===== src/rtl/io_port_bridge_if.sv =====
// io_port_bridge_if
//   Bundles the data/handshake signals between the host, the processor I/O
//   ports and the io_port_bridge.
//   slave  : the bridge side (accepts host/cpu requests, drives heads/ready)
//   master : the host/processor side
// Signals
//   host_in_data/valid/ready : host -> input FIFO push handshake
//   cpu_in_port/empty/rd     : input FIFO head to processor inputPort, IN pop
//   cpu_out_port/wr          : processor outputPort and OUT write strobe
//   host_out_data/valid/ready: output FIFO head -> host drain handshake
interface io_port_bridge_if #(
  parameter int DATA_W = 16
);
  logic [DATA_W-1:0] host_in_data;
  logic              host_in_valid;
  logic              host_in_ready;
  logic [DATA_W-1:0] cpu_in_port;
  logic              cpu_in_empty;
  logic              cpu_in_rd;
  logic [DATA_W-1:0] cpu_out_port;
  logic              cpu_out_wr;
  logic [DATA_W-1:0] host_out_data;
  logic              host_out_valid;
  logic              host_out_ready;

  modport slave (
    input  host_in_data, host_in_valid, cpu_in_rd, cpu_out_port, cpu_out_wr, host_out_ready,
    output host_in_ready, cpu_in_port, cpu_in_empty, host_out_data, host_out_valid
  );

  modport master (
    output host_in_data, host_in_valid, cpu_in_rd, cpu_out_port, cpu_out_wr, host_out_ready,
    input  host_in_ready, cpu_in_port, cpu_in_empty, host_out_data, host_out_valid
  );
endinterface


===== src/rtl/io_port_bridge.sv =====
// io_port_bridge
//   Host-side peer of the processor's I/O ports. An input FIFO buffers host
//   words and presents its head (first-word fall-through) on cpu_in_port; the
//   processor pops it with cpu_in_rd. Processor OUT writes are captured into
//   an output FIFO that drains to the host over valid/ready.
// Ports
//   clk          : single clock, rising edge
//   reset        : asynchronous, active-low
//   bus          : io_port_bridge_if.slave (host/cpu data and handshakes)
//   err_clr      : synchronous clear of the sticky error flags
//   in_underflow : sticky, cpu_in_rd seen while the input FIFO was empty
//   out_overflow : sticky, an OUT write was dropped (full, no same-cycle drain)
// Optional feature (macro IO_STATS_EN)
//   in_words / out_words : 16-bit wrapping counts of accepted input pops and
//   accepted output pushes; not affected by err_clr.
module io_port_bridge #(
  parameter int DATA_W    = 16,
  parameter int IN_DEPTH  = 4,
  parameter int OUT_DEPTH = 4
) (
  input  logic              clk,
  input  logic              reset,
  io_port_bridge_if.slave   bus,
  input  logic              err_clr,
  output logic              in_underflow,
  output logic              out_overflow
`ifdef IO_STATS_EN
  ,
  output logic [15:0]       in_words,
  output logic [15:0]       out_words
`endif
);

  localparam int IN_AW  = $clog2(IN_DEPTH);
  localparam int OUT_AW = $clog2(OUT_DEPTH);
  localparam logic [IN_AW:0]  IN_FULL_C  = (IN_AW+1)'(IN_DEPTH);
  localparam logic [OUT_AW:0] OUT_FULL_C = (OUT_AW+1)'(OUT_DEPTH);

  logic [DATA_W-1:0] in_mem_r  [IN_DEPTH];
  logic [DATA_W-1:0] out_mem_r [OUT_DEPTH];
  logic [IN_AW-1:0]  in_wr_ptr_r, in_rd_ptr_r;
  logic [IN_AW:0]    in_count_r;
  logic [OUT_AW-1:0] out_wr_ptr_r, out_rd_ptr_r;
  logic [OUT_AW:0]   out_count_r;
  logic              in_underflow_r, out_overflow_r;

  logic in_full_s, in_empty_s, in_push_s, in_pop_s, in_uf_set_s;
  logic out_full_s, out_empty_s, out_push_s, out_pop_s, out_of_set_s;

  // Status and handshake decode; outputs depend only on registered state
  assign in_full_s    = (in_count_r == IN_FULL_C);
  assign in_empty_s   = (in_count_r == {(IN_AW+1){1'b0}});
  assign in_push_s    = bus.host_in_valid & ~in_full_s;
  assign in_pop_s     = bus.cpu_in_rd & ~in_empty_s;
  assign in_uf_set_s  = bus.cpu_in_rd & in_empty_s;

  assign out_full_s   = (out_count_r == OUT_FULL_C);
  assign out_empty_s  = (out_count_r == {(OUT_AW+1){1'b0}});
  assign out_pop_s    = ~out_empty_s & bus.host_out_ready;
  // A write into a full FIFO still fits when the host frees a slot this cycle
  assign out_push_s   = bus.cpu_out_wr & (~out_full_s | out_pop_s);
  assign out_of_set_s = bus.cpu_out_wr & out_full_s & ~out_pop_s;

  assign bus.host_in_ready  = ~in_full_s;
  assign bus.cpu_in_empty   = in_empty_s;
  assign bus.cpu_in_port    = in_empty_s ? {DATA_W{1'b0}} : in_mem_r[in_rd_ptr_r];
  assign bus.host_out_valid = ~out_empty_s;
  assign bus.host_out_data  = out_empty_s ? {DATA_W{1'b0}} : out_mem_r[out_rd_ptr_r];
  assign in_underflow       = in_underflow_r;
  assign out_overflow       = out_overflow_r;

  // FIFO storage writes; contents are deliberately left untouched by reset
  always_ff @(posedge clk) begin
    if (in_push_s) in_mem_r[in_wr_ptr_r] <= bus.host_in_data;
    if (out_push_s) out_mem_r[out_wr_ptr_r] <= bus.cpu_out_port;
  end

  // Input FIFO pointers and occupancy
  always_ff @(posedge clk or negedge reset) begin
    if (!reset) begin
      in_wr_ptr_r <= {IN_AW{1'b0}};
      in_rd_ptr_r <= {IN_AW{1'b0}};
      in_count_r  <= {(IN_AW+1){1'b0}};
    end else begin
      if (in_push_s) in_wr_ptr_r <= in_wr_ptr_r + IN_AW'(1'b1);
      if (in_pop_s)  in_rd_ptr_r <= in_rd_ptr_r + IN_AW'(1'b1);
      case ({in_push_s, in_pop_s})
        2'b10:   in_count_r <= in_count_r + (IN_AW+1)'(1'b1);
        2'b01:   in_count_r <= in_count_r - (IN_AW+1)'(1'b1);
        default: in_count_r <= in_count_r;
      endcase
    end
  end

  // Output FIFO pointers and occupancy
  always_ff @(posedge clk or negedge reset) begin
    if (!reset) begin
      out_wr_ptr_r <= {OUT_AW{1'b0}};
      out_rd_ptr_r <= {OUT_AW{1'b0}};
      out_count_r  <= {(OUT_AW+1){1'b0}};
    end else begin
      if (out_push_s) out_wr_ptr_r <= out_wr_ptr_r + OUT_AW'(1'b1);
      if (out_pop_s)  out_rd_ptr_r <= out_rd_ptr_r + OUT_AW'(1'b1);
      case ({out_push_s, out_pop_s})
        2'b10:   out_count_r <= out_count_r + (OUT_AW+1)'(1'b1);
        2'b01:   out_count_r <= out_count_r - (OUT_AW+1)'(1'b1);
        default: out_count_r <= out_count_r;
      endcase
    end
  end

  // Sticky error flags; a new event wins over a same-cycle err_clr
  always_ff @(posedge clk or negedge reset) begin
    if (!reset) begin
      in_underflow_r <= 1'b0;
      out_overflow_r <= 1'b0;
    end else begin
      if (in_uf_set_s)  in_underflow_r <= 1'b1;
      else if (err_clr) in_underflow_r <= 1'b0;
      if (out_of_set_s) out_overflow_r <= 1'b1;
      else if (err_clr) out_overflow_r <= 1'b0;
    end
  end

`ifdef IO_STATS_EN
  logic [15:0] in_words_r, out_words_r;
  assign in_words  = in_words_r;
  assign out_words = out_words_r;

  // Traffic counters, wrapping at 16 bits and immune to err_clr
  always_ff @(posedge clk or negedge reset) begin
    if (!reset) begin
      in_words_r  <= 16'd0;
      out_words_r <= 16'd0;
    end else begin
      if (in_pop_s)   in_words_r  <= in_words_r + 16'd1;
      if (out_push_s) out_words_r <= out_words_r + 16'd1;
    end
  end
`endif

endmodule

===== src/flat_wrapper.sv =====
// flat-port wrapper written by rule: the top's interface ports become plain ports
module io_port_bridge_flat 
#(
  parameter int DATA_W    = 16,
  parameter int IN_DEPTH  = 4,
  parameter int OUT_DEPTH = 4
)
  (clk, reset, err_clr, in_underflow, out_overflow, bus_host_in_data, bus_host_in_valid, bus_cpu_in_rd, bus_cpu_out_port, bus_cpu_out_wr, bus_host_out_ready, bus_host_in_ready, bus_cpu_in_port, bus_cpu_in_empty, bus_host_out_data, bus_host_out_valid);
  io_port_bridge_if #(.DATA_W(DATA_W)) bus_i ();
  input  logic clk;
  input  logic reset;
  input  logic err_clr;
  output logic in_underflow;
  output logic out_overflow;
  input wire logic [$bits(bus_i.host_in_data)-1:0] bus_host_in_data;
  input wire logic [$bits(bus_i.host_in_valid)-1:0] bus_host_in_valid;
  input wire logic [$bits(bus_i.cpu_in_rd)-1:0] bus_cpu_in_rd;
  input wire logic [$bits(bus_i.cpu_out_port)-1:0] bus_cpu_out_port;
  input wire logic [$bits(bus_i.cpu_out_wr)-1:0] bus_cpu_out_wr;
  input wire logic [$bits(bus_i.host_out_ready)-1:0] bus_host_out_ready;
  output wire logic [$bits(bus_i.host_in_ready)-1:0] bus_host_in_ready;
  output wire logic [$bits(bus_i.cpu_in_port)-1:0] bus_cpu_in_port;
  output wire logic [$bits(bus_i.cpu_in_empty)-1:0] bus_cpu_in_empty;
  output wire logic [$bits(bus_i.host_out_data)-1:0] bus_host_out_data;
  output wire logic [$bits(bus_i.host_out_valid)-1:0] bus_host_out_valid;
  assign bus_i.host_in_data = bus_host_in_data;
  assign bus_i.host_in_valid = bus_host_in_valid;
  assign bus_i.cpu_in_rd = bus_cpu_in_rd;
  assign bus_i.cpu_out_port = bus_cpu_out_port;
  assign bus_i.cpu_out_wr = bus_cpu_out_wr;
  assign bus_i.host_out_ready = bus_host_out_ready;
  assign bus_host_in_ready = bus_i.host_in_ready;
  assign bus_cpu_in_port = bus_i.cpu_in_port;
  assign bus_cpu_in_empty = bus_i.cpu_in_empty;
  assign bus_host_out_data = bus_i.host_out_data;
  assign bus_host_out_valid = bus_i.host_out_valid;
  io_port_bridge #(.DATA_W(DATA_W), .IN_DEPTH(IN_DEPTH), .OUT_DEPTH(OUT_DEPTH)) u_core (.clk(clk), .reset(reset), .bus(bus_i), .err_clr(err_clr), .in_underflow(in_underflow), .out_overflow(out_overflow));
endmodule

===== config.mk =====
export PLATFORM = sky130hd
export DESIGN_NAME = io_port_bridge_flat
export DESIGN_NICKNAME = d
export VERILOG_FILES = /design/src/rtl/io_port_bridge_if.sv /design/src/rtl/io_port_bridge.sv /design/src/flat_wrapper.sv
export SDC_FILE = /design/constraint.sdc
export NUM_CORES = 1
export LEC_CHECK = 0
export CORE_MARGIN = 2
export CORE_UTILIZATION = 50
export DETAILED_ROUTE_END_ITERATION = 16
export PLACE_DENSITY = 0.74
export SETUP_SLACK_MARGIN = 0.05
export SLEW_MARGIN = 10
export SYNTH_ARGS = -nofsm -noshare
export SYNTH_HDL_FRONTEND = slang
export SYNTH_SLANG_ARGS = --single-unit

===== constraint.sdc =====
create_clock -name clk -period 4.7 [get_ports clk]
set_clock_uncertainty 0.2 [all_clocks]
set_input_delay 0.94 -clock clk [delete_from_list [all_inputs] [get_ports clk]]
set_output_delay 0.94 -clock clk [all_outputs]
set_load 0.03 [all_outputs]

; Word level (Yosys, flattened, before mapping)
; Memory sizes are Yosys's and may differ from the RTL's.
; Cells that the tools add are included.
[totals]
ff_bits = 16
ram_bits = 128
output_inout_bits = 37
elab_cells = 54
memories = 2
[op_classes]
add_sub_neg = 8
n_eq_ne = 6
mux = 11
n_bitwise = 13
n_reduce_logical = 6
[memory_table]
columns = name, depth, word_bits, read_ports, rd_ports_with_merged_regs, write_ports, line
row1 = u_core.in_mem_r, 4, 16, 1, 0, 1, io_port_bridge.sv:39  ; logic [DATA_W-1:0] in_mem_r [IN_DEPTH];
row2 = u_core.out_mem_r, 4, 16, 1, 0, 1, io_port_bridge.sv:40  ; logic [DATA_W-1:0] out_mem_r [OUT_DEPTH];
[op_table]
columns = operator, n
row1 = 16-bit 2-to-1 mux, 2
row2 = 3-bit one-hot mux with 2 select lines, 2
row3 = "2-bit by 1-bit adder with 2-bit output, second input constant", 4
row4 = 2-bit nonzero test, 4
row5 = 1-bit bitwise AND, 7
row6 = 1-bit 2-to-1 mux, 7
row7 = "3-bit by 1-bit adder with 3-bit output, second input constant", 2
row8 = "3-bit equality test, second input constant", 2
row9 = 3-bit logical NOT, 2
row10 = "3-bit by 1-bit subtractor with 3-bit output, second input constant", 2
row11 = 1-bit inverter, 5
row12 = "2-bit by 1-bit equality test with 1-bit output, second input constant", 2
row13 = "2-bit equality test, second input constant", 2
row14 = 1-bit bitwise OR, 1

; Logic depth before layout (Yosys ltp)
; Gate-level depths: netlist of the first run.
[logic_depth]
word_depth = 7
mapped_depth = 9

; Least setup slack after synthesis of the first run
; OpenSTA, ideal clock, no wires.
[synth_path]
kind = input-to-reg
startpoint = in bus_host_out_ready
endpoint = reg u_core.out_count_r[2]
setup_time_ps = 79
t_arrival_ps = 2432
t_required_ps = 4421
path_slack_ps = 1989
cell_stages = 9
path_buffers = 0
cell_sequence = nor4b_1 -> nor2b_1 -> inv_1 -> ha_1 -> inv_1 -> fa_1 -> xor2_1 -> nor2_1 -> xor2_1
[synth_via]
elab_chain_cells = 5
word_cells_on_any_way = 7
classes_between = eq/ne (2) / mux (1) / bitwise (3) / reduce/logical (1)
[synth_lines]
columns = element, line
row1 = from (decl), flat_wrapper.sv:20  ; input wire logic [$bits(bus_i.host_out_ready)-1:0] bus_host_out_ready;
row2 = 1-bit bitwise AND *, io_port_bridge.sv:59  ; assign out_pop_s = ~out_empty_s & bus.host_out_ready;
row3 = 1-bit bitwise OR, io_port_bridge.sv:61  ; assign out_push_s = bus.cpu_out_wr & (~out_full_s | out_pop_s);
row4 = 1-bit bitwise AND, io_port_bridge.sv:61
row5 = 2-bit by 1-bit equality test with 1-bit output or 2-bit equality test (tied branches), io_port_bridge.sv:104  ; case ({out_push_s, out_pop_s})
row6 = 3-bit one-hot mux with 2 select lines or 2-bit nonzero test (tied branches), --
row7 = to (signal assigned), io_port_bridge.sv:105  ; 2'b10: out_count_r <= out_count_r + (OUT_AW+1)'(1'b1);
row8 = to (signal assigned), io_port_bridge.sv:106  ; 2'b01: out_count_r <= out_count_r - (OUT_AW+1)'(1'b1);
row9 = to (signal assigned), io_port_bridge.sv:107  ; default: out_count_r <= out_count_r;
row10 = to (decl), io_port_bridge.sv:44  ; logic [OUT_AW:0] out_count_r;
; Mark *: on every way between the ends. The rest lies on a longest branch, timed or not.
; A chain may end at the register's enable or synchronous reset.

; Worst setup path in the final report of the first run
[layout_path]
startpoint = reg u_core.out_rd_ptr_r[0]
endpoint = out bus_host_out_data[13]
[layout_via]
elab_chain_cells = 2
[layout_lines]
columns = element, line
row1 = from (decl), io_port_bridge.sv:43  ; logic [OUT_AW-1:0] out_wr_ptr_r, out_rd_ptr_r;
row2 = from (signal assigned), io_port_bridge.sv:99  ; out_rd_ptr_r <= {OUT_AW{1'b0}};
row3 = from (signal assigned), io_port_bridge.sv:103  ; if (out_pop_s) out_rd_ptr_r <= out_rd_ptr_r + OUT_AW'(1'b1);
row4 = memory 4 x 16 bit, --
row5 = 16-bit 2-to-1 mux, io_port_bridge.sv:68  ; assign bus.host_out_data = out_empty_s ? {DATA_W{1'b0}} : out_mem_r[out_rd_ptr_r];
row6 = to (decl), flat_wrapper.sv:24  ; output wire logic [$bits(bus_i.host_out_data)-1:0] bus_host_out_data;
; No other way between the ends.

==> results.md, run 1 <==
- Status: completed
- Synth area leader: edfxtp_1
- Number of setup violations in the final report: 0
- IO Port Bufs: 75
- Worst-path clk slew: approximately 0.050 ns
- Most common flop cell mapped by yosys: edfxtp_1
- Worst vdd ir: around 0.4 mV
- CTS tree: yes
- Via/cell ratio: between 5 and 6
- Worst path arrival time: around 2.7 ns
- HP Class: flip-flop to flip-flop
- All-layer global routing usage: approximately 17%
- Place WS: roughly 1.3 ns
- Largest net degree at the start of global routing: 20
- Vias in the first global route: 2996
- Main area contributors after synthesis: edfxtp_1, mux4_2, dfrtp_1, mux4_1, and2_1
- FP Rows: 39
- # IOs: 76
- Initial antenna violation count: 0
- Vias: 2816
- Data required time of the worst path: 3.56 ns
- Most frequent cell after synthesis: edfxtp_1
- Syn Std Cell Area: approximately 5800 sq um
- Max-slew violations: 0
- Bufs and invs on worst path: 2
- Post-CTS sizing: 0
- Residual DRC: 0
- Final worst slack: 0.9004 ns
- Final Critical Period: 3.800 ns
- CP max-delay cell: dfrtp_1
- WHS Path Cells: 1
- Core area: between 10000 and 15000 sq um
- Crit. path cell count: 4
- Final worst path period share: a little over 80%
- DR pass1 iterations: 4
- Hold Buf Count CTS: 0
- Initial Utilization: slightly above 50%
- Pwr Density: between 700 and 800 nW/um^2
- GR Overflow Total: 0
- Cell count after synthesis: ~290
- Maximum clock frequency: around 0.26 GHz
- Clock Tree Buf Depth: 2
- Distinct cells, synth: 29
- Synth cell count leaders: edfxtp_1, and2_1, mux4_2, dfrtp_1, nor2b_1
- RSZ-0062 raised after global routing: no
- Top-area cell type share of the netlist area: roughly 66%
- Kind of critical path: flip-flop to output port
- Clk root buf: clkbuf_16
- DIE AREA: approximately 13000 sq um
- Dpl hpwl: ~6400 microns
- GPL Wtd Cong: 0.7014
- Fin. Hold Viols: 0
- Flop-to-flop setup slack: between 2 and 2.5 ns
- Seq/Total Area, Yosys: between 70% and 80%
- Routed WL: about 10000 microns
- Yosys warnings: 0
- Clock Sinks: between 100 and 150
- Synthesized area per cell: slightly above 20 sq um
- Seq cells post-synth: 144
- Chip height: around 110 microns
- Fin Setup TNS: 0 ns
- Pleak: between 2 and 3 nW
- Clk_lat worst skew: between 0.4 and 0.5 ns
- Cells along the critical path: buf_4, mux4_2, and2_1, clkdlybuf4s50_1
- Synth-to-Final Area Change: 24.11%
- Rel. slew slack: 41.75%
- Share of layout cells above drive strength 1: between 10 and 15%
- Post-synth EDFFs: 128
- H-tree levels: 4
- Least-Margin Pin Slew: roughly 0.9 ns
- Antenna Violating Nets Remaining: 0
- Iteration-0 DRC Markers: ~150
- Post-Syn Nets: ~340
- Post-CTS Repair Setup Buffers: 0
- Fin nets: approximately 420
- WL/cell: 18.89 microns
- Async SR Flop Fraction: 11.11%
- First-pass GRT wire length: around 16000 microns
- CP max FO: 10
- Nature of the critical path startpoint: flip-flop
- Num CTS Buffers: 17
- Antenna diodes: 0
- Max Cap Violations: 0
- R2R cell count: 9
- Chip width: ~110 microns
- Top Family by Delay on Critical Path: buffers and inverters
- CP endpoint kind: output port
- CP max stage delay: about 0.63 ns
registers in the layout, indices dropped and copies added (netlist names):
name,count
u_core.out_mem_r,64
u_core.out_rd_ptr_r,2
u_core.in_rd_ptr_r,2
u_core.in_underflow,1
u_core.out_overflow,1
u_core.out_wr_ptr_r,2
u_core.in_wr_ptr_r,2
u_core.in_mem_r,64
u_core.out_count_r,3
u_core.in_count_r,3
worst reg2reg max path: cells and delay by family, from the launching register on:
| kind | cells | cell delay, ns |
|---|---|---|
| buffers and inverters | 2 | 0.39 |
| and+or+nand+nor | 3 | 0.81 |
| adders and majority gates | 2 | 0.39 |
| xor gates and xnor gates | 2 | 0.29 |
| DFF | 1 | 0.42 |
metal layers:
| layer | up-vias | part of all wire, % | wire, microns | GRT usage, % |
|---|---|---|---|---|
| li1 | 1285 | - | - | - |
| met3 | 15 | 6.3 | 626 | 5.879 |
| met5 | - | 0 | 0 | 0 |
| met4 | 0 | 1.7 | 172 | 6.667 |
| met1 | 1427 | 43 | 4267 | 21.70 |
| met2 | 89 | 49 | 4890 | 28.48 |
layout make-up:
cell class,instances,area (sq um)
well taps,143,178.9
fillers,818,4143
flip-flops and latches,144,4244
multi-input cells,117,1441
clock inverters,9,92.59
clock buffers,22,444.2
inverters,14,52.55
repair buffers,78,773.2
placed cells by master, fill, tap and decap left out:
| cell | count |
|---|---|
| edfxtp_1 | 128 |
| clkdlybuf4s50_1 | 75 |
| and2_1 | 21 |
| mux4_2 | 20 |
| clkbuf_16 | 17 |
| nor2b_1 | 16 |
| dfrtp_1 | 16 |
| inv_1 | 14 |
| mux4_1 | 12 |
| ha_1 | 10 |
| xor2_1 | 7 |
| xnor2_1 | 5 |
| clkbuf_1 | 5 |
| clkinv_2 | 5 |
| and3_2 | 4 |
| nand2_1 | 3 |
| nor2_1 | 3 |
| buf_4 | 3 |
| and2b_1 | 2 |
| mux2i_1 | 2 |
| o21ai_0 | 2 |
| fa_1 | 2 |
| clkinv_1 | 2 |
| bufinv_16 | 2 |
| or3_1 | 1 |
| nor3_2 | 1 |
| nor4b_1 | 1 |
| or3b_4 | 1 |
| and2_4 | 1 |
| nand3_1 | 1 |
| mux2_2 | 1 |
| mux2_4 | 1 |
power breakdown:
part | total [mW] | switching [mW] | internal (mW)
sequential | 1.88 | 0.168 | 1.71
clock | 1.23 | 0.461 | 0.768
combinational | 1.96 | 1.04 | 0.923
total | 5.07 | 1.67 | 3.40
per-stage QoR:
step                instance area, sq um  cells  util, %  power [mW]  hold WS, ns
floorplan                           5823    287        -       3.200       0.2471
global placement                    6690    496    58.84       3.840       0.2673
detailed placement                  6690    496    58.84       3.890       0.2790
CTS                                 7227    527    63.56       5.136       0.2877
global route                        7227    527    63.56       5.310       0.3224
finish                              7227    527    63.56       5.069       0.2832
final timing paths:
path,from,end
min in group asynchronous,reset,u_core.out_rd_ptr_r[0]$_DFFE_PN0P_
min,u_core.out_count_r[2]$_DFFE_PN0P_,u_core.out_count_r[2]$_DFFE_PN0P_
max reg2reg,u_core.in_count_r[0]$_DFFE_PN0P_,u_core.in_count_r[2]$_DFFE_PN0P_
min reg2reg,u_core.out_count_r[2]$_DFFE_PN0P_,u_core.out_count_r[2]$_DFFE_PN0P_
max,u_core.out_rd_ptr_r[0]$_DFFE_PN0P_,bus_host_out_data[13]
max in group asynchronous,reset,u_core.in_count_r[0]$_DFFE_PN0P_
logic make-up (layout without fill, tap and decap cells):
group | after synthesis | count (layout) | synth area share (%)
xor+xnor | 12 | 12 | 1.805
fa+ha+maj | 12 | 12 | 2.836
compound gates | 2 | 2 | 0.1719
mux | 36 | 36 | 13.94
buf+inv | 26 | 123 | 2.449
flops | 144 | 144 | 72.88
simple gates | 55 | 55 | 5.909
Power figures use the tool's default switching activity.
==> run 2: changes to the inputs <==
==> constraint.sdc (replaced) <==
create_clock -name clk -period 3.84 [get_ports clk]
set_clock_uncertainty 0.2 [all_clocks]
set_input_delay 0.768 -clock clk [delete_from_list [all_inputs] [get_ports clk]]
set_output_delay 0.768 -clock clk [all_outputs]
set_load 0.03 [all_outputs]
==> run 2 against run 1 <==
  * Sequential cell count unchanged
  * Non-clock buffer count increased by 6
  * Cell count increased by 1.3%
  * Combinational power increased by 27%
  * Critical path depth unchanged
  * Largest power group unchanged
  * Sequential share of layout area decreased by 0.72 points
  * Clock-buffer cell count decreased by 5
==> results.md, run 2 (synthesis gave the netlist of run 1 again) <==
- Initial Utilization: slightly above 50%
- Least-Margin Pin Slew: roughly 0.75 ns
- CTS tree: yes
- All-layer global routing usage: between 10% and 20%
- Clk root buf: clkbuf_16
- Num CTS Buffers: 17
- Fin nets: 429
- Pleak: between 2 and 3 nW
- Synth-to-Final Area Change: 25.66%
- Vias in the first global route: between 3000 and 4000
- Clk_lat worst skew: 0.42 ns
- Clock Tree Buf Depth: 2
- WHS Path Cells: 1
- Hold Buf Count CTS: 0
- Core area: around 11000 sq um
- GR Overflow Total: 0
- CP Launch Point: u_core.out_rd_ptr_r[0]$_DFFE_PN0P_
- Number of setup violations in the final report: 0
- Cell Area, Placed: ~6700 sq um
- Worst-path clk slew: 0.06 ns
- WL met3: 686 microns
- WL/cell: approximately 19 microns
- Commonest non-fill, non-tap cells in the layout: edfxtp_1, clkdlybuf4s50_1, and2_1
- Chip width: about 110 microns
- Routed WL: roughly 10000 microns
- Worst R2R Start: u_core.out_count_r[0]$_DFFE_PN0P_
- Nature of the critical path startpoint: flip-flop
- WL met1: approximately 4200 microns
- Kind of critical path: flip-flop to output port
- CP endpoint kind: output port
- Clock Sinks: 144
- DR pass1 iterations: 4
- Pwr Density: approximately 860 nW/um^2
- DR top layer: met4
- Dpl hpwl: about 6400 microns
- FP Rows: 39
- Worst path arrival time: 2.45 ns
- H-tree levels: 4
- Max Cap Violations: 0
- Maximum clock frequency: 0.2925 GHz
- Post-CTS sizing: 0
- Fin Setup TNS: 0 ns
- R2R cell count: 8
- RSZ-0062 raised after global routing: no
- Vias: around 2800
- Largest net degree at the start of global routing: 20
- Residual DRC: 0
- Chip height: approximately 110 microns
- Worst-case hold path end point: u_core.out_count_r[2]$_DFFE_PN0P_
- Regs by FF count: u_core.in_mem_r (64), u_core.out_mem_r (64)
- Commonest non-fill, non-tap cell in the layout: edfxtp_1
- Post-CTS Repair Setup Buffers: 0
- Rel. slew slack: between 40% and 50%
- # IOs: 76
- Antenna diodes: 0
- Via/cell ratio: 5.283
- CP max FO: 14
- Fin. Hold Viols: 0
- FF-to-FF End: u_core.out_count_r[2]$_DFFE_PN0P_
- Worst vdd ir: 0.6246 mV
- Data required time of the worst path: roughly 2.9 ns
- IO Port Bufs: between 70 and 80
- GPL Wtd Cong: approximately 0.7
- Final Critical Period: about 3.4 ns
- Min-Delay Startpoint: u_core.out_count_r[2]$_DFFE_PN0P_
- First-pass GRT wire length: between 15000 and 20000 microns
- Share of layout cells above drive strength 1: around 17%
- Iteration-0 DRC Markers: 146
- Fin area: 7317 sq um
- Final worst path period share: around nine tenths
- Status: completed
- DIE AREA: 12530 sq um
- Wire length on met2: a little under 5000 microns
- Flop-to-flop setup slack: between 1 and 1.5 ns
- HP Class: flip-flop to flip-flop
- Initial antenna violation count: 0
- Antenna Violating Nets Remaining: 0
- Max-slew violations: 0
- Fill count: between 800 and 900
[run 2: cell count changes in the layout (fill, tap and decap cells not counted), sizes merged]
cell,before,now
buf,3,9
clkinvlp,0,6
clkbuf,22,17
clkinv,7,5
inv,14,16
[run 2: worst max-delay path: stages, from the launching register on]
cell             delay [ns]
dfrtp_1                0.53
buf_12                 0.22
mux4_2                 0.52
and2_1                 0.17
clkdlybuf4s50_1        0.58
[run 2: final cells by class]
| cell class | instances | area [sq um] | share of cell area (%) |
|---|---|---|---|
| Inverter | 14 | 52.55 | 0.7182 |
| Clock inverter | 15 | 143.9 | 1.966 |
| Tap cell | 143 | 178.9 | 2.445 |
| Timing Repair Buffer | 84 | 830.8 | 11.35 |
| Clock buffer | 17 | 425.4 | 5.814 |
| Multi-Input combinational cell | 117 | 1441 | 19.70 |
| Sequential cell | 144 | 4244 | 58.00 |
[run 2: worst max-delay path by stage]
stage	end
2_1_floorplan	u_core.out_count_r[2]$_DFFE_PN0P_
5_1_grt	bus_cpu_in_port[0]
3_5_place_dp	u_core.out_count_r[2]$_DFFE_PN0P_
3_3_place_gp	u_core.out_count_r[2]$_DFFE_PN0P_
6_report	bus_host_out_data[13]
4_1_cts	bus_host_out_data[13]
[run 2: per-layer routing]
| metal | up-vias | global-route usage, % |
|---|---|---|
| met5 | - | 0 |
| met4 | 0 | 7.901 |
| met3 | 18 | 5.988 |
| met2 | 100 | 28.28 |
| met1 | 1405 | 21.92 |
| li1 | 1298 | - |
[run 2: report_power, final]
part / total, mW / switching (mW) / internal [mW] / leakage (nW)
clock: 1.56 / 0.617 / 0.947 / 0.260
combinational: 2.48 / 1.32 / 1.17 / 0.965
sequential: 2.25 / 0.160 / 2.09 / 1.36
total: 6.30 / 2.09 / 4.21 / 2.59
[run 2: stage by stage]
| step | utilization [%] | hold WS, ns | instances | total power, mW | worst slack [ns] |
|---|---|---|---|---|---|
| finish | 64.36 | 0.2905 | 534 | 6.302 | 0.4217 |
| detailed placement | 59.35 | 0.2849 | 502 | 4.807 | 0.7074 |
| global placement | 59.35 | 0.2694 | 502 | 4.752 | 0.7286 |
| global route | 64.36 | 0.3046 | 534 | 6.631 | 0.2856 |
| floorplan | - | 0.2471 | 287 | 3.917 | 1.301 |
| CTS | 64.36 | 0.2928 | 534 | 6.382 | 0.3672 |
